## src/rtl/pulse_train_sched.sv

```systemverilog
// rtl/pulse_train_sched.sv - frame-periodic multi-channel launch pulse scheduler
// Staged per-channel delay/width, shadowed at ARM, replayed every frame for a burst.
module pulse_train_sched #(
    parameter int NCH = 4,
    parameter int CW  = 36
) (
    input  logic                     clk_Delay,
    input  logic                     rst,
    input  logic                     start,
    input  logic                     abort,
    input  logic                     cfg_we,
    input  logic [$clog2(NCH)-1:0]   cfg_ch,
    input  logic [CW-1:0]            cfg_delay,
    input  logic [CW-1:0]            cfg_width,
    input  logic [CW-1:0]            period,
    input  logic [15:0]              n_frames,
    output logic [NCH-1:0]           ch_out,
    output logic                     busy,
    output logic                     done,
    output logic                     cfg_err,
    output logic [15:0]              frame_cnt
);

    localparam logic [1:0] IDLE = 2'd0;
    localparam logic [1:0] ARM  = 2'd1;
    localparam logic [1:0] RUN  = 2'd2;

    logic [1:0]    state;
    logic [CW-1:0] t;
    logic [CW-1:0] stg_delay [NCH];
    logic [CW-1:0] stg_width [NCH];
    logic [CW-1:0] sh_delay  [NCH];
    logic [CW-1:0] sh_width  [NCH];
    logic [CW-1:0] sh_period;
    logic [15:0]   sh_nframes;
    logic [NCH-1:0] hit;
    logic [NCH-1:0] win;
    logic [CW:0]    win_end [NCH];

    logic frame_wrap;
    logic last_frame;

    // Window end is computed one bit wider so delay+width can never wrap into a short window.
    for (genvar k = 0; k < NCH; k++) begin : g_win
        assign win_end[k] = {1'b0, sh_delay[k]} + {1'b0, sh_width[k]};
        assign win[k]     = (t >= sh_delay[k]) && ({1'b0, t} < win_end[k]);
    end

    assign frame_wrap = (t == sh_period - CW'(1));
    assign last_frame = (sh_nframes != 16'd0) &&
                        (({1'b0, frame_cnt} + 17'd1) == {1'b0, sh_nframes});
    assign busy       = (state != IDLE);

    always_ff @(posedge clk_Delay or posedge rst) begin
        if (rst) begin
            state      <= IDLE;
            t          <= '0;
            frame_cnt  <= '0;
            ch_out     <= '0;
            hit        <= '0;
            done       <= 1'b0;
            cfg_err    <= 1'b0;
            sh_period  <= '0;
            sh_nframes <= '0;
            for (int k = 0; k < NCH; k++) begin
                stg_delay[k] <= '0;
                stg_width[k] <= '0;
                sh_delay[k]  <= '0;
                sh_width[k]  <= '0;
            end
        end else begin
            done    <= 1'b0;
            cfg_err <= 1'b0;
            if (cfg_we && (int'(cfg_ch) < NCH)) begin
                stg_delay[cfg_ch] <= cfg_delay;
                stg_width[cfg_ch] <= cfg_width;
            end
            case (state)
                IDLE: begin
                    ch_out <= '0;
                    hit    <= '0;
                    if (start && !abort) begin
                        if (period != '0) begin
                            state <= ARM;
                        end else begin
                            cfg_err <= 1'b1;
                        end
                    end
                end
                ARM: begin
                    if (abort) begin
                        state <= IDLE;
                    end else begin
                        for (int k = 0; k < NCH; k++) begin
                            sh_delay[k] <= stg_delay[k];
                            sh_width[k] <= stg_width[k];
                        end
                        sh_period  <= period;
                        sh_nframes <= n_frames;
                        frame_cnt  <= '0;
                        t          <= '0;
                        state      <= RUN;
                    end
                end
                RUN: begin
                    if (abort) begin
                        state  <= IDLE;
                        ch_out <= '0;
                        hit    <= '0;
                    end else begin
                        // Two-stage launch: window match, then registered output level.
                        hit    <= win;
                        ch_out <= hit;
                        if (frame_wrap) begin
                            t <= '0;
                            if (frame_cnt != 16'hFFFF) begin
                                frame_cnt <= frame_cnt + 16'd1;
                            end
                            if (last_frame) begin
                                state  <= IDLE;
                                ch_out <= '0;
                                hit    <= '0;
                                done   <= 1'b1;
                            end
                        end else begin
                            t <= t + CW'(1);
                        end
                    end
                end
                default: begin
                    state  <= IDLE;
                    ch_out <= '0;
                    hit    <= '0;
                end
            endcase
        end
    end

endmodule

```

## config.mk

```make
export PLATFORM = sky130hd
export DESIGN_NAME = pulse_train_sched
export DESIGN_NICKNAME = d
export VERILOG_FILES = /design/src/rtl/pulse_train_sched.sv
export SDC_FILE = /design/constraint.sdc
export NUM_CORES = 2
export LEC_CHECK = 0
export ABC_AREA = 1
export CAP_MARGIN = 20
export CORE_MARGIN = 3
export CORE_UTILIZATION = 55
export CTS_BUF_LIST = sky130_fd_sc_hd__clkbuf_2
export CTS_CLUSTER_DIAMETER = 100
export CTS_CLUSTER_SIZE = 12
export DETAILED_ROUTE_END_ITERATION = 7
export GPL_TIMING_DRIVEN = 0
export PLACE_DENSITY = 0.73
export SYNTH_ARGS = -nofsm -noshare
export SYNTH_HDL_FRONTEND = slang
export SYNTH_SLANG_ARGS = --single-unit
```

## constraint.sdc

```tcl
create_clock -name clk_Delay -period 47.5 [get_ports clk_Delay]
set_input_delay 7.125 -clock clk_Delay [delete_from_list [all_inputs] [get_ports clk_Delay]]
set_output_delay 7.125 -clock clk_Delay [all_outputs]
set_load 0.01 [all_outputs]
```

# Word level (Yosys, flattened, before mapping)
# Index checks and enable logic that the tools add are counted.
# op_classes
addsub	8
reduce_logical	17
magnitude_cmp	10
n_mux	35
n_bitwise	2
eq_ne	13
# op_table
op	n
$bwmux 144	2
$add 36x36->37	4
$lt 36x37->1	4
$ge 36x36->1	4
$mux 36	4
$demux 36 s2	1
$pmux 36 s2	1
$mux 16	4
$add 36x1->36 const B	1
$eq 36x36->1	1
$reduce_bool 36->1	1
$sub 36x1->36 const B	1
$pmux 16 s2	1
$mux 4	6
$add 16x1->17 const B	1
$eq 17x16->1	1
$add 16x1->16 const B	1
$ne 16x16->1 const B	1
$pmux 4 s2	2
$reduce_bool 16->1	1
$mux 2	6
$ne 2x2->1 const B	6
$logic_and 1x1->1	7
$mux 1	7
15 further kinds	17
# word_totals
out_inout_bits	23
inputBits	131
word_cells	110
register_bits	692

# Longest topological paths before layout
# logic_depth
word_depth	7
ltp_mapped	28
ltp_nobuf	28

# Worst setup path after synthesis
# Ideal clock, no wire load.
# synth_path
kind	input to register
startpoint	input port abort
endpoint	register t[30]
arrival_ns	8.259
path_buffers	0
path_stages	9
required_ns	47.422
setup_time_ns	0.078
path_slack_ns	39.164
cell_sequence	inv_1 > nand2_1 > nand2_2 > inv_1 > nor3_2 > nand4_1 > xnor2_1 > inv_1 > a21oi_1
# synth_between
elab_chain_cells	2
word_cells_on_any_way	3
cone_classes	eq/ne (2); reduce/logical (1)
# synth_rtl
element	line	source
start: declaration	10	input logic abort,
$ne 2x2->1 (no line)	-	
$reduce_and 3->1 (no line) *	-	
end signal: assignment	126	t <= t + CW'(1);
end: declaration	29	logic [CW-1:0] t;
# Every way passes the cells marked *; elsewhere a longest branch is shown, timed or not.
# A chain may end at the register's enable or synchronous reset.

# Final worst setup path
# layout_path
startpoint	register state[1]
endpoint	output port busy
# layout_between
elab_chain_cells	1
# layout_rtl
element	line	source
start: declaration	28	logic [1:0] state;
start signal: assignment	56	state <= IDLE;
start signal: assignment	84	state <= ARM;
start signal: assignment	92	state <= IDLE;
$reduce_bool 2->1	52	assign busy = (state != IDLE);
end: declaration	18	output logic busy,
# Every way passes these cells.

==> metrics <==
TritonCTS buffer count between 60 and 70; start point of the critical path state[1]$_DFFE_PP0P_; Die W around 290 microns; detailed-placement wirelength estimate 114000 microns; CTS H-Tree Depth 3; endpoint required time on the critical path roughly 40 ns; via/cell ratio roughly 5.6; maximum vdd drop 0.0274 mV; kind of critical path flip-flop to output port; clock tree from TritonCTS done; non-filler cells in the finished layout 6841; count of yosys warnings during synthesis 0; combinational power share 0.557; io pins about 150; count of nets left with antenna violations after detail routing 0; buffers added on ports 153; normalized max-slew margin 0.237; family with the most delay on the worst path buffers and inverters; setup repair after global routing missed its margin no; kind of end point of the critical path output port; worst path setup slack after routing 38.00 ns; top cells by area in the synthesized netlist dfrtp_1 40%, nand2_1 14%, ha_1 12%, o21ai_0 7.2%, inv_1 4.8%; highest clock rate about 110 MHz; standard-cell rows 102; largest net degree at the start of global routing 130; drc violations 0; overflow left after global routing 0; growth of design area from synthesis to finish 8.01%; WP buf/inv 2; area of placed instances 46200 sq um; worst clock skew 0.0787 ns; WL final between 100000 and 150000 microns; clock tree buffer depth 3; post-placement setup slack 37.35 ns; hold buffers post-CTS 0; minimum clock period after layout 9.50 ns; origin of the critical flop-to-flop path sh_delay[72]$_DFFE_PP0P_; clock network fraction of design power 0.098; internal portion of total power 0.00131 W; count of cells resized by post-cts repair 0; Setup Fix Bufs, Post-CTS 0; register bit total from synthesis 692; vias 38500; # placed instances 6759; area of the multi-input gates around 23000 sq um; most used flip-flop cell after synthesis dfrtp_1; iteration-0 DRC count of the detailed router 2867; switching part of the total power 0.487; total track usage 0.340; via count of the first global-routing pass 38300; clock transition time at the flip-flop clock pins of the worst setup and hold paths about 0.26 ns; proportion of synthesized flip-flops having asynchronous set or reset 1.00; areal power density over the cells 54.8 nW/um^2; maximum fanout along the worst path 7; Sequential Power Share 0.346; first drt pass iteration count 6; number of hold violations in the final report 0; slowest stage cell on the critical path clkdlybuf4s50_1; post-synth design cell area between 40000 and 50000 sq um; most used standard cell by instance count after synthesis nand2_1; cell count of the worst reg-to-reg path 26; type of the worst min-delay path flip-flop to flip-flop; Arrival @ worst endpoint 2.37 ns; Crit Reg-Reg Endpoint hit[1]$_DFFE_PP0N_; register area share after synthesis 0.401; Post-synth EDFFs 0; depth of the critical timing path with buffers and inverters included 3; number of max-slew violations in the final report 0; sum of negative setup slack 0 ns; outcome finished, final reports clean; antenna violations before repair 5; transition time at the pin with the least slew margin 1.14 ns; Chip Height 286 microns; sort of element at the start of the critical path flip-flop; library cell occupying the most area in the post-synthesis netlist dfrtp_1; Initial Utilization 0.557; buffer type at the clock tree root clkbuf_2; wire length of the first global-routing pass 213000 microns; number of sinks driven by the clock tree 692; Final period util 0.200; floorplan die area 81900 sq um; Leak Pwr 23.3 nW; Finished Cell Area 46700 sq um; Nets 6354; register area 17300 sq um; mean instance size in the synthesized netlist between 7 and 8 sq um; Post-Synthesis Net Count 6125; Synth top cells by count 1645 x nand2_1, 692 x dfrtp_1, 624 x o21ai_0, 557 x inv_1, 431 x ha_1; cells traversed along the worst timing path nor2_1 -> inv_1 -> clkdlybuf4s50_1; Worst path max stage delay about 0.56 ns; worst setup path endpoint busy; fraction of layout instances using a drive strength above 1 0.0268; max-cap viol count 0; share of Yosys cell area claimed by the top area cell type 0.401; Setup-failing EPs final 0; final estimated routing congestion in global placement 0.973; routed len/inst 20.4 microns; gate count of the mapped netlist approximately 5600; count of unique library cells instantiated by Yosys 51; count of filler cells inserted in the layout 7343; Sw Pwr 0.00125 W; R2R Setup Slk 42.50 ns; Placeable Area 77600 sq um; Worst-Skew Late Latency 1.18 ns
how the worst min path moves through the flow:
stage                                from  slack (ns)  cells after the start                        end
6_report       stg_width[125]$_DFFE_PP0P_        0.46                      2  sh_width[125]$_DFFE_PP0P_
3_5_place_dp    stg_width[87]$_DFFE_PP0P_        0.45                      2   sh_width[87]$_DFFE_PP0P_
2_1_floorplan    stg_delay[0]$_DFFE_PP0P_        0.44                      2    sh_delay[0]$_DFFE_PP0P_
5_1_grt        stg_width[125]$_DFFE_PP0P_        0.47                      2  sh_width[125]$_DFFE_PP0P_
4_1_cts        stg_width[125]$_DFFE_PP0P_        0.46                      2  sh_width[125]$_DFFE_PP0P_
3_3_place_gp    stg_width[99]$_DFFE_PP0P_        0.45                      2   sh_width[99]$_DFFE_PP0P_
power by group through the flow:
stage / logic, W / registers, W / clock network, W
after floorplan: 0.00105 / 0.000853 / 0
after global placement: 0.00137 / 0.000891 / 0
after detailed placement: 0.00141 / 0.000891 / 0
after CTS: 0.00142 / 0.000881 / 0.000254
after global routing: 0.00161 / 0.000903 / 0.000276
final: 0.00142 / 0.000885 / 0.000249
registers in the layout (all words and copies together), names as in the netlist:
register,flops
stg_width,144
done,1
sh_delay,144
stg_delay,144
hit,4
sh_period,36
frame_cnt,16
t,36
cfg_err,1
sh_nframes,16
sh_width,144
state,2
ch_out,4
cell usage in the layout, fill, tap and decap left out, types with 12 or more instances in the layout:
| cell type | count |
|---|---|
| a21boi_0 | 12 |
| dfrtp_1 | 692 |
| inv_1 | 556 |
| nor3_1 | 30 |
| a21oi_1 | 373 |
| xor2_1 | 102 |
| o21bai_1 | 19 |
| nand2_1 | 1645 |
| o21a_1 | 17 |
| nand3b_1 | 18 |
| a21o_1 | 24 |
| o21ai_0 | 624 |
| buf_2 | 16 |
| clkbuf_1 | 127 |
| o21ai_2 | 16 |
| clkbuf_2 | 69 |
| xnor2_1 | 92 |
| nand3_1 | 154 |
| ha_1 | 431 |
| a31oi_1 | 20 |
| nor4_1 | 43 |
| clkdlybuf4s50_1 | 153 |
| o211ai_1 | 16 |
| nand4_1 | 102 |
| nor2_1 | 339 |
through the flow:
| step | total power, W | utilization | hold WS (ns) |
|---|---|---|---|
| 6_report | 0.00256 | 0.601 | 0.456 |
| 2_1_floorplan | 0.00190 | - | 0.442 |
| 5_1_grt | 0.00279 | 0.601 | 0.466 |
| 3_3_place_gp | 0.00226 | 0.593 | 0.447 |
| 3_5_place_dp | 0.00230 | 0.596 | 0.450 |
| 4_1_cts | 0.00255 | 0.601 | 0.458 |
worst min-delay path: cells and delay by family (launching register included):
family           cells  cell delay, ns
DFF                  1            0.41
and+or+nand+nor      2            0.10
final cells by class:
| class | instances | area share |
|---|---|---|
| buffer | 149 | 0.0129 |
| timing repair buffer | 160 | 0.0367 |
| clock buffer | 68 | 0.00730 |
| multi-input combinational | 4158 | 0.497 |
| antenna | 8 | 0.000429 |
| inverter | 560 | 0.0452 |
| sequential | 692 | 0.371 |
| tap | 1040 | 0.0279 |
| clock inverter | 6 | 0.00169 |
cells by family (layout without fill, tap and decap cells):
logic type | count (synthesis) | count (layout) | synth area share
adder cells (fa/ha/maj) | 435 | 435 | 0.127
flip-flops | 692 | 692 | 0.401
XOR/XNOR | 195 | 195 | 0.0399
AO/OA/AOI/OAI | 1155 | 1155 | 0.143
other | 0 | 8 | 0
AND/OR/NAND/NOR | 2373 | 2373 | 0.227
buffers and inverters | 709 | 943 | 0.0626
routing by layer:
layer,vias up,wire length [microns],track usage
li1,18800,-,-
met1,18300,55600,0.407
met2,1063,66800,0.585
met3,351,7600,0.0460
met4,2,9710,0.200
met5,-,13,0
Power figures use the tool's default switching activity.
